$ cat src/rtl/clock_switch_seq.sv
// rtl/clock_switch_seq.sv - break-before-make ICG enable sequencer for the glitch-free clock switch
// Optional source-acknowledge handshake with timeout: define CLKSW_ACK_EN.
module clock_switch_seq #(
  parameter int NUM_SRC = 3,
  parameter int SEL_W   = 2,
  parameter int OFF_CYC = 4,
  parameter int ON_CYC  = 4,
  parameter int RST_SEL = 0,
  parameter int CNT_W   = 4
`ifdef CLKSW_ACK_EN
  ,
  parameter int TMO_CYC = 15
`endif
) (
  input  logic               clk,
  input  logic               rst_n,
  input  logic               req_valid,
  input  logic [SEL_W-1:0]   req_sel,
`ifdef CLKSW_ACK_EN
  input  logic [NUM_SRC-1:0] src_ack,
`endif
  output logic               req_ready,
  output logic [NUM_SRC-1:0] gate_en,
  output logic [SEL_W-1:0]   cur_sel,
  output logic               busy,
  output logic               done,
  output logic               err
);

  typedef enum logic [1:0] {S_IDLE, S_OFF, S_ON, S_DONE} state_t;

  localparam logic [CNT_W-1:0]   OFF_LAST = CNT_W'(OFF_CYC - 1);
  localparam logic [CNT_W-1:0]   ON_LAST  = CNT_W'(ON_CYC - 1);
  localparam logic [NUM_SRC-1:0] GATE_RST = NUM_SRC'(1) << RST_SEL;
  localparam logic [SEL_W-1:0]   SEL_RST  = SEL_W'(RST_SEL);

  state_t             state, state_nxt;
  logic [CNT_W-1:0]   cnt, cnt_nxt;
  logic [SEL_W-1:0]   tgt, tgt_nxt, cur_nxt;
  logic [NUM_SRC-1:0] gate_nxt;
  logic               err_nxt;

`ifdef CLKSW_ACK_EN
  localparam int TW = $clog2(TMO_CYC + 1);
  localparam logic [TW-1:0] TMO_LAST = TW'(TMO_CYC - 1);

  logic [NUM_SRC-1:0] ack_m, ack_s;
  logic [TW-1:0]      wcnt, wcnt_nxt;
  logic               acked, acked_nxt;

  always_ff @(posedge clk or negedge rst_n) begin
    if (!rst_n) begin
      ack_m <= '0;
      ack_s <= '0;
      wcnt  <= '0;
      acked <= 1'b0;
    end else begin
      ack_m <= src_ack;
      ack_s <= ack_m;
      wcnt  <= wcnt_nxt;
      acked <= acked_nxt;
    end
  end
`endif

  always_comb begin
    state_nxt = state;
    cnt_nxt   = cnt;
    tgt_nxt   = tgt;
    cur_nxt   = cur_sel;
    gate_nxt  = gate_en;
    err_nxt   = 1'b0;
`ifdef CLKSW_ACK_EN
    wcnt_nxt  = wcnt;
    acked_nxt = acked;
`endif
    case (state)
      S_IDLE: begin
        if (req_valid) begin
          if (32'(req_sel) >= NUM_SRC) begin
            err_nxt = 1'b1;
          end else begin
            tgt_nxt = req_sel;
            cnt_nxt = '0;
            if (req_sel == cur_sel) begin
              state_nxt = S_DONE;
              cur_nxt   = req_sel;
            end else begin
              state_nxt = S_OFF;
              gate_nxt  = '0;
`ifdef CLKSW_ACK_EN
              wcnt_nxt  = '0;
`endif
            end
          end
        end
      end
      S_OFF: begin
`ifdef CLKSW_ACK_EN
        // Count saturates at OFF_LAST, then waits for the old source to report stopped.
        if (cnt != OFF_LAST) begin
          cnt_nxt = cnt + 1'b1;
        end else if (!ack_s[cur_sel] || wcnt == TMO_LAST) begin
          err_nxt   = ack_s[cur_sel];
          state_nxt = S_ON;
          cnt_nxt   = '0;
          wcnt_nxt  = '0;
          acked_nxt = 1'b0;
          gate_nxt  = NUM_SRC'(1) << tgt;
        end else begin
          wcnt_nxt = wcnt + 1'b1;
        end
`else
        if (cnt == OFF_LAST) begin
          state_nxt = S_ON;
          cnt_nxt   = '0;
          gate_nxt  = NUM_SRC'(1) << tgt;
        end else begin
          cnt_nxt = cnt + 1'b1;
        end
`endif
      end
      S_ON: begin
`ifdef CLKSW_ACK_EN
        if (!acked) begin
          if (ack_s[tgt]) begin
            acked_nxt = 1'b1;
          end else if (wcnt == TMO_LAST) begin
            acked_nxt = 1'b1;
            err_nxt   = 1'b1;
          end else begin
            wcnt_nxt = wcnt + 1'b1;
          end
        end else
`endif
        if (cnt == ON_LAST) begin
          state_nxt = S_DONE;
          cur_nxt   = tgt;
        end else begin
          cnt_nxt = cnt + 1'b1;
        end
      end
      default: begin
        state_nxt = S_IDLE;
      end
    endcase
  end

  always_ff @(posedge clk or negedge rst_n) begin
    if (!rst_n) begin
      state     <= S_IDLE;
      cnt       <= '0;
      tgt       <= SEL_RST;
      cur_sel   <= SEL_RST;
      gate_en   <= GATE_RST;
      req_ready <= 1'b1;
      busy      <= 1'b0;
      done      <= 1'b0;
      err       <= 1'b0;
    end else begin
      state     <= state_nxt;
      cnt       <= cnt_nxt;
      tgt       <= tgt_nxt;
      cur_sel   <= cur_nxt;
      gate_en   <= gate_nxt;
      req_ready <= (state_nxt == S_IDLE);
      busy      <= (state_nxt != S_IDLE);
      done      <= (state_nxt == S_DONE);
      err       <= err_nxt;
    end
  end

endmodule

$ cat config.mk
export PLATFORM = sky130hd
export DESIGN_NAME = clock_switch_seq
export DESIGN_NICKNAME = d
export VERILOG_FILES = /design/src/rtl/clock_switch_seq.sv
export SDC_FILE = /design/constraint.sdc
export NUM_CORES = 1
export LEC_CHECK = 0
export CAP_MARGIN = 20
export CORE_MARGIN = 2
export CORE_UTILIZATION = 57
export CTS_CLUSTER_DIAMETER = 40
export DETAILED_ROUTE_END_ITERATION = 8
export PLACE_DENSITY = 0.82
export SYNTH_ARGS = -nofsm -noshare
export SYNTH_HDL_FRONTEND = slang
export SYNTH_SLANG_ARGS = --single-unit
$ cat constraint.sdc
create_clock -name clk -period 2.5 [get_ports clk]
set_input_delay 0.75 -clock clk [delete_from_list [all_inputs] [get_ports clk]]
set_output_delay 0.75 -clock clk [all_outputs]
set_load 0.1 [all_outputs]
# Word level (Yosys, flattened, before mapping)
# Index checks and enable logic that the tools add are counted.
# W data, S select, Z words.
dict set report totals {
  inputBits 5
  word_cells 59
  register_bits 17
  out_inout_bits 9
}
dict set report op_classes {
  shifts 1
  n_lt_le_gt_ge 1
  reduce_logical 10
  n_eq_ne 12
  mux 24
  n_bitwise 1
  n_addsub 1
}
# cell n
set ops {}
lappend ops {{$mux W2} 9}
lappend ops {{$mux W4} 4}
lappend ops {{$ne A2 B2 Y1 const B} 7}
lappend ops {{$mux W3} 4}
lappend ops {{$pmux W4 S3} 1}
lappend ops {{$reduce_and A5 Y1} 2}
lappend ops {{$pmux W2 S3} 1}
lappend ops {{$pmux W3 S2} 1}
lappend ops {{$reduce_bool A2 Y1} 3}
lappend ops {{$add A4 B1 Y4 const B} 1}
lappend ops {{$eq A2 B2 Y1 const B} 2}
lappend ops {{$eq A4 B2 Y1 const B} 1}
lappend ops {{$logic_not A2 Y1} 2}
lappend ops {{$pmux W2 S2} 1}
lappend ops {{$reduce_and A4 Y1} 1}
lappend ops {{$mux W1} 3}
lappend ops {{$reduce_and A3 Y1} 1}
lappend ops {{$reduce_bool A3 Y1} 1}
lappend ops {{$shl A1 B2 Y3 const A} 1}
lappend ops {{$eq A2 B1 Y1 const B} 1}
lappend ops {{$eq A2 B2 Y1} 1}
lappend ops {{$ge A2 B2 Y1 const B} 1}
lappend ops {{$not A1 Y1} 1}

# Longest topological paths before layout
# Gate-level depths: netlist of the first run.
dict set report logic_depth {
  depth_word 6
  ltp_mapped 7
  depth_no_buf 6
}

# Worst setup path after synthesis of the first run
# No wires, ideal clock.
dict set report synth_timing {
  kind {register to register}
  from {register cur_sel[1]}
  to {register gate_en[1]}
  required_ns 2.373
  synth_period_minus_slack_ns 2.003
  path_slack_ns 0.497
  stages_incl_launch_ff 5
  n_path_buf 0
  setup_ns 0.127
  t_arrival_ns 1.876
  path_cell_list {dfrtp_1 > nand2b_1 > a21oi_1 > or2_2 > a221o_2}
}
dict set report synth_via {
  elab_chain_cells 3
}
# item line
set synth_rtl {}
lappend synth_rtl {{from (decl)} 24} ;# output logic [SEL_W-1:0] cur_sel,
lappend synth_rtl {{from (signal assigned)} 164} ;# cur_sel <= cur_nxt;
lappend synth_rtl {{$eq A2 B2 Y1} 85} ;# if (req_sel == cur_sel) begin
lappend synth_rtl {{$ne A2 B2 Y1 (no line)} -}
lappend synth_rtl {{$reduce_and A5 Y1 (no line)} -}
lappend synth_rtl {{to (signal assigned)} 165} ;# gate_en <= gate_nxt;
lappend synth_rtl {{to (decl)} 23} ;# output logic [NUM_SRC-1:0] gate_en,
# No other way between the ends.
# A chain may end at the register's enable or synchronous reset.

# Worst setup path in the final report of the first run
dict set report layout_timing {
  from {input port req_sel[0]}
  to {register gate_en[1]}
}
dict set report layout_via {
  elab_chain_cells 3
  elab_cells_between_ends 5
  classes_between {1 x order compare; 3 x eq/ne; 1 x reduce/logical}
}
# item line
set layout_rtl {}
lappend layout_rtl {{from (decl)} 18} ;# input logic [SEL_W-1:0] req_sel,
lappend layout_rtl {{$ge A2 B2 Y1 or $eq A2 B2 Y1 (tied branches)} {80, 85}}
lappend layout_rtl {{$ne A2 B2 Y1 (no line)} -}
lappend layout_rtl {{$reduce_and A5 Y1 (no line) (*)} -}
# Every way passes the cells marked *; elsewhere a longest branch is shown, timed or not.

==> impl_results.md, run 1 <==
* Cell count after synthesis at 108
* CTS tree: yes
* Wire length per cell at 13.6 microns
* Initial antenna violation count at 0
* Synth Area in Compound Gates at 23.3%
* Clock Sinks at 17
* Initial DRC Count at 21
* Cts repair resizes at 0
* Post-Syn Area per Cell at 9.66 sq um
* Clock transition at path regs at 0.10 ns
* Post-synthesis sequential area ratio at 41.0%
* Final setup vio count at 0
* CP Capture Point: gate_en[1]
* # IOs at 14
* CP Capture Type: flip-flop
* WL final at 1980 microns
* Share of layout cells above drive strength 1 at 19.8%
* Hold WC Path Type: reg -> reg
* Crit path launch: req_sel[0]
* Mux share of post-synthesis cell area at 3.84%
* Root buffer cell: clkbuf_4
* Crit path time final at 2.11 ns
* Post-synth top cells: dfrtp_1, nor2_1, a21oi_1
* Port bufs at 13
* Critical path fanouts, max at 9
* Vias at 839
* Largest family of logic cells by synthesized area: compound AO/OA/AOI/OAI gates
* R2R setup slack at 0.74 ns
* Number of synthesized flops with an enable pin at 0
* CTS buffer count at 3
* Worst-case clock buffer depth at 2
* Most used routing layer: met2
* Distinct cells, synth at 40
* Congestion Overflow GR at 0
* Net Sw Power at 0.801 mW
* Antenna Cells at 0
* Slew Limit Headroom at 72.8%
* Yosys reg bits at 17
* Top cell type's share of synthesized area at 36.0%
* Clock share of power at 9.5%
* Setup TNS at 0 ns
* Hold violation count in the final report at 0
* Met3 Track Usage GR at 2.31%
* H-tree depth at 1
* YS warnings at 0
* Die area at 2190 sq um
* Final Skew at 0.00758 ns
* Die height at 46.8 microns
* Top area cells in the synthesized netlist: dfrtp_1, ha_1, dfstp_2
* Combinational share of power at 60.9%
* Site Rows at 15
* Asr flop ratio synth at 100%
* Critical path class: in -> reg
* Worst Reg-to-Reg Cells at 5
* Fmax at 0.474 GHz
* Hold buffer count at cts at 0
* Slew @ Worst Pin at 0.403 ns
* Switching part of the total at 52.8%
* Vias per cell at 5.75
* Leakage at 0.565 nW
* Seq pwr share at 29.6%
* Synthesis-to-layout area growth at 14.5%
* Vias in the first global route at 735
* Synth Area in XOR/XNOR at 0.839%
* Status: finished clean
* Setup Buffers After CTS at 0
* Slew Limit Fails at 0
* Adder-cell share of the synthesized area at 6.00%
* Largest net degree at the start of global routing at 18
* 1st-pass router iterations at 4
* Final #Nets at 132
* Max cap viols at 0
* Max VDD drop at 0.976 mV
* R2r endpoint: gate_en[1]
* # DRC at 0
* Most common cell in the synthesized netlist: dfrtp_1
* Pint at 0.715 mW
* Global-route wire length before repair at 3220 microns
* Pwr Density at 1270 nW/um^2
* Post-DP HPWL at 1510 microns
* Layout Utilization at 69.2%
* Clock latency on the worst-skew pair at 0.29 ns
* Critical Path RT at 2.68 ns
* Area leader, netlist: dfrtp_1
* Commonest register cell after synthesis: dfrtp_1
* Final period util at 84.4%
* Die W at 46.8 microns
* GRT met1 Usage at 30.0%
* RSZ-0062 raised after global routing: false
* CORE AREA at 1730 sq um
* GP Congestion at 0.822
* Critical Path Start Type: input port
* Initial Utilization at 60.4%
* FF-to-FF Start: cnt[0]
* Syn Nets at 118
* Simple-gate area share of the yosys netlist at 20.1%
* CP arrival at 2.29 ns
* Cell area after synthesis at 1040 sq um
* Routed Antenna Nets at 0
* Met2 Use GR at 32.1%
* GRT Overall Usage at 21.0%
[sequential cells by signal, indices dropped and copies added (netlist names)]
signal and cells:
done 1, gate_en 3, err 1, req_ready 1
cur_sel 2, busy 1, state 2, cnt 4
tgt 2
[logic make-up after synthesis]
logic type	Yosys count
fa+ha+maj	5
xor+xnor	1
simple gates	37
mux	4
flops	17
buf+inv	12
compound gates	32
[layout make-up]
cell class / count / area [sq um]
Multi-Input combinational cell: 79 / 564
Sequential cell: 17 / 428
Tap cell: 25 / 31.3
Fill cell: 149 / 532
Inverter: 6 / 22.5
Timing Repair Buffer: 15 / 123
Clock buffer: 4 / 26.3
[routing by layer]
| layer | part of all wire, % | vias up |
|---|---|---|
| li1 | - | 417 |
| met5 | 0 | - |
| met3 | 2.7 | 4 |
| met1 | 49 | 407 |
| met4 | 1.7 | 0 |
| met2 | 47 | 11 |
[placed cells by master (no fill, tap or decap), types with 2 or more instances in the layout]
cell type / netlist / routed
nand4bb_1: 2 / 2
clkbuf_4: 0 / 3
a21oi_1: 7 / 7
o21a_1: 3 / 3
nor2_1: 10 / 10
inv_1: 6 / 6
a32o_1: 2 / 2
o31ai_1: 2 / 2
nand3_1: 2 / 2
ha_1: 5 / 5
dfstp_2: 2 / 2
nor3_1: 2 / 2
nor3b_1: 3 / 3
mux2i_1: 4 / 4
nand2_1: 4 / 4
dfrtp_1: 15 / 15
nand2b_1: 5 / 5
buf_4: 0 / 11
nor2b_1: 4 / 4
clkdlybuf4s50_1: 0 / 4
o21ai_0: 5 / 5
[critical path, cell delays in order]
cell and delay, ns:
clkdlybuf4s50_1 0.64, nand2b_1 0.15, a21oi_1 0.06, or2_2 0.34, a221o_2 0.35
[worst min-delay path by stage]
stage / startpoint / to / slack (ns) / cells after the start
2_1_floorplan: rst_n / busy / 0.45 / 0
3_3_place_gp: cnt[1] / cnt[1] / 0.51 / 1
3_5_place_dp: cnt[1] / cnt[1] / 0.52 / 1
4_1_cts: cnt[1] / cnt[1] / 0.54 / 1
5_1_grt: cnt[1] / cnt[1] / 0.57 / 1
6_report: cnt[1] / cnt[1] / 0.53 / 1
[power by group through the flow]
stage	logic (mW)	registers, mW	clock network (mW)
2_1_floorplan	0.423	0.755	0
3_3_place_gp	0.905	0.448	0
3_5_place_dp	0.922	0.454	0
4_1_cts	0.924	0.448	0.150
5_1_grt	0.994	0.461	0.164
6_report	0.923	0.448	0.144
[metrics by stage]
step	instances	power, mW	hold slack [ns]	instance area [sq um]	setup slack (ns)
6_report	146	1.52	0.532	1190	0.390
5_1_grt	146	1.62	0.566	1190	0.327
4_1_cts	146	1.52	0.537	1190	0.405
3_5_place_dp	142	1.38	0.515	1170	0.0895
3_3_place_gp	142	1.35	0.513	1170	0.148
2_1_floorplan	108	1.18	0.454	1040	0.497
No activity file was read; power rests on OpenSTA's default activity.
==> run 2: changes to the inputs <==
Settings changed: CORE_UTILIZATION 57 to 48, PLACE_DENSITY 0.82 to 0.74.
Clock period 2.5 ns to 1.7 ns, I/O delays scaled along.
==> impl_results.md, run 2 (synthesized netlist as in run 1, its figures left out) <==
* Die height at 50.6 microns
* Vias at 902
* Initial antenna violation count at 0
* Layout Utilization at 70.3%
* Slew @ Worst Pin at 0.394 ns
* Wire length per cell at 15.1 microns
* Die area at 2560 sq um
* GRT Overall Usage at 23.3%
* Critical Path Start Type: flip-flop
* # DRC at 0
* Initial DRC Count at 29
* CORE AREA at 2000 sq um
* Hold WC Path Type: in -> async
* Multi-input logic area at 581 sq um
* Critical Path RT at 1.89 ns
* CP Capture Type: flip-flop
* Setup TNS at 0 ns
* Critical path class: reg -> reg
* Worst-case clock buffer depth at 2
* Vias per cell at 5.71
* CTS buffer count at 3
* Top flop regs: cnt x4, gate_en x3
* WL final at 2380 microns
* Worst Reg-to-Reg Cells at 5
* Antenna Cells at 0
* Clock Sinks at 17
* Status: finished clean
* Leakage at 0.657 nW
* Pwr Density at 1830 nW/um^2
* Post-DP HPWL at 1860 microns
* Final #Nets at 142
* Commonest non-fill, non-tap cell in the layout: dfrtp_1
* Final setup vio count at 0
* Vias in the first global route at 964
* WHS at 0.526 ns
* Crit path launch: cnt[1]
* Hold violation count in the final report at 0
* Share of layout cells above drive strength 1 at 31.3%
* CP arrival at 1.81 ns
* RSZ-0062 raised after global routing: false
* GP Congestion at 0.727
* Global-route wire length before repair at 4450 microns
* Critical path fanouts, max at 5
* Slew Limit Headroom at 73.4%
* Max FFs per register at 4
* # IOs at 14
* Largest net degree at the start of global routing at 18
* 1st-pass router iterations at 4
* Port bufs at 13
* Initial Utilization at 52.1%
* Max cap viols at 0
* Root buffer cell: clkbuf_4
* Site Rows at 16
* Final Skew at 0.00273 ns
* FF-to-FF Start: cnt[1]
* Clock transition at path regs at 0.10 ns
* Fmax at 0.617 GHz
* Max VDD drop at 1.29 mV
* Biggest register: cnt
* Most frequent cells in the layout: dfrtp_1, buf_4, nor2_1
* Crit path time final at 1.62 ns
* Clock latency on the worst-skew pair at 0.30 ns
* FILL cells at 163
* Seq. cell area at 433 sq um
* CTS tree: yes
* Congestion Overflow GR at 0
* Final period util at 95.4%
* Routed Antenna Nets at 0
* Synthesis-to-layout area growth at 34.8%
* Slew Limit Fails at 0
* H-tree depth at 1
* Die W at 50.6 microns
==> run 2: metrics by stage <==
stage                     cell area [sq um]  setup slack, ns  instances  total power, mW
after detailed placement               1360           -0.434        154             2.32
after global routing                   1410           0.0120        158             2.73
after floorplan                        1050          0.00876        108             1.74
after CTS                              1390           0.0121        158             2.57
after global placement                 1360           -0.377        154             2.26
final                                  1410           0.0783        158             2.58
==> run 2: area by class of cell <==
cell class | count | share of cell area, %
inverters | 6 | 1.60
multi-input cells | 79 | 41.3
well taps | 27 | 2.40
flip-flops and latches | 17 | 30.8
repair buffers | 25 | 22.1
clock buffers | 4 | 1.87
==> run 2: per-layer routing <==
metal,up-vias,part of all wire [%],GRT usage (%),wire length [microns]
li1,436,-,-,-
met1,428,43,28.2,1020
met2,31,51,38.6,1200
met3,7,4.7,5.36,112
met4,0,1.9,11.7,45
met5,-,0,0,0
==> run 2: final timing paths <==
kind	slack, ns	end
min	0.53	cnt[1]
min reg2reg	0.55	cnt[1]
max	0.08	gate_en[1]
min in group clk	0.55	cnt[1]
max reg2reg	0.08	gate_en[1]
max in group asynchronous	0.92	gate_en[0]
==> run 2: critical path: stages, from the launching register on <==
cell and delay (ns):
dfrtp_1 0.39, ha_2 0.21, or3b_4 0.42, nand2_1 0.10
o31ai_2 0.07, a221o_2 0.33
==> run 2: repair_timing <==
action,in CTS,in global routing
gates cloned,0,0
hold buffers,0,0
setup buffers,0,0
gates resized for setup,5,5
setup endpoints to repair,11,12
==> run 2: where the power goes <==
| part | switching (mW) | internal, mW |
|---|---|---|
| combinational | 0.993 | 0.649 |
| clock | 0.131 | 0.0915 |
| sequential | 0.162 | 0.554 |
==> run 3: changes to the inputs <==
Clock period 1.7 ns to 1.4 ns, I/O delays scaled along.
==> impl_results.md, run 3 (synthesized netlist as in run 1, its figures left out) <==
* Initial antenna violation count at 0
* Final setup margin at -0.219 ns
* Port bufs at 13
* 1st-pass router iterations at 4
* Total design power at 3.92 mW
* # DRC at 0
* Area after DPL at 1480 sq um
* Largest net degree at the start of global routing at 18
* H-tree depth at 1
* CTS buffer count at 3
* Hold WC Path Type: in -> async
* Critical path class: reg -> reg
* CTS tree: yes
* R2R setup slack at -0.22 ns
* Layout Utilization at 85.9%
* Share of layout cells above drive strength 1 at 53.4%
* Failing checks: negative setup slack
* Leakage at 0.767 nW
* Worst-case clock buffer depth at 2
* CORE AREA at 2000 sq um
* Critical path fanouts, max at 5
* Final period util at 116%
* Critical Path RT at 1.59 ns
* Global-route wire length before repair at 4910 microns
* Max VDD drop at 1.98 mV
* Pre-CTS setup slack at -0.627 ns
* Clock Sinks at 17
* Pwr Density at 2280 nW/um^2
* Cell Count, Final, Fillers Out at 175
* GRT Overall Usage at 25.1%
* Post-DP HPWL at 1860 microns
* Slew Limit Headroom at 70.0%
* GP Congestion at 0.929
* CP Capture Type: flip-flop
* Die area at 2560 sq um
* Die height at 50.6 microns
* Congestion Overflow GR at 0
* Synthesis-to-layout area growth at 64.7%
* Cell area after layout at 1720 sq um
* Max FFs per register at 4
* Die W at 50.6 microns
* Slew Limit Fails at 0
* Clock transition at path regs at 0.10 ns
* Final Skew at 0.00210 ns
* Max cap viols at 0
* Vias in the first global route at 1,049
* Worst Reg-to-Reg Cells at 5
* Status: complete, but fails checks
* Cells after DPL at 164
* Biggest register: cnt
* # IOs at 14
* Top flop regs: cnt x4, gate_en x3
* Setup TNS at -2.41 ns
* Vias at 1,033
* Final #Nets at 159
* WHS at 0.439 ns
* Site Rows at 16
* Final setup vio count at 18
* Commonest non-fill, non-tap cell in the layout: buf_4
* Vias per cell at 5.90
* Clock latency on the worst-skew pair at 0.30 ns
* Fmax at 0.618 GHz
* Routed Antenna Nets at 0
* Wire length per cell at 18.2 microns
* R2r endpoint: cur_sel[1]
* Initial Utilization at 52.1%
* Crit path time final at 1.62 ns
* Critical Path Start Type: flip-flop
* Initial DRC Count at 17
* CP arrival at 1.80 ns
* Most frequent cells in the layout: buf_4, dfrtp_1, buf_12
* Hold violation count in the final report at 0
* WL final at 3190 microns
* Antenna Cells at 0
* Slew @ Worst Pin at 0.445 ns
* Root buffer cell: clkbuf_4
* RSZ-0062 raised after global routing: true
* FF-to-FF Start: cnt[0]
-- run 3: repair_timing --
| action | CTS | global route |
|---|---|---|
| hold endpoints to repair | 0 | 0 |
| cloned | 1 | 0 |
| resized for setup | 26 | 15 |
| pin swaps | 8 | 5 |
| endpoints found under the setup margin | 20 | 20 |
| hold buffers | 0 | 0 |
| setup buffers | 2 | 5 |
-- run 3: layer usage --
layer | global-route usage (%) | wire, microns | up-vias | part of all wire [%]
met1 | 32.4 | 1430 | 519 | 45
met2 | 43.0 | 1540 | 39 | 48
met3 | 4.76 | 177 | 6 | 5.6
met4 | 6.31 | 38 | 0 | 1.2
li1 | - | - | 469 | -
met5 | 0 | 0 | - | 0
-- run 3: how the worst max path moves through the flow --
stage                           from    endpoint  slack (ns)  cells after the start
after global routing          cnt[0]  cur_sel[1]       -0.29                      5
after detailed placement  req_sel[1]        done       -0.63                      5
after global placement    req_sel[1]  gate_en[1]       -0.59                      5
after floorplan               cnt[0]  gate_en[1]       -0.20                      6
after CTS                     cnt[0]  gate_en[1]       -0.17                      5
final                         cnt[0]  cur_sel[1]       -0.22                      5
-- run 3: layout make-up --
type                       count  area (sq um)
clock buffer                   3          22.5
clock inverter                 1          5.00
fill                         106           283
inverter                       6          22.5
multi-input combinational     79           737
sequential                    17           437
tap                           27          33.8
timing repair buffer          42           462
-- run 3: critical path, cell delays in order (launching register included) --
cell	delay, ns
dfrtp_1	0.41
ha_4	0.17
or3b_4	0.43
a22oi_2	0.23
nand2_2	0.12
mux2i_1	0.15
-- run 3: where the power goes --
part	switching, mW	internal (mW)	total (mW)
Combinational	1.53	1.25	2.78
Sequential	0.193	0.680	0.873
Clock	0.166	0.107	0.273
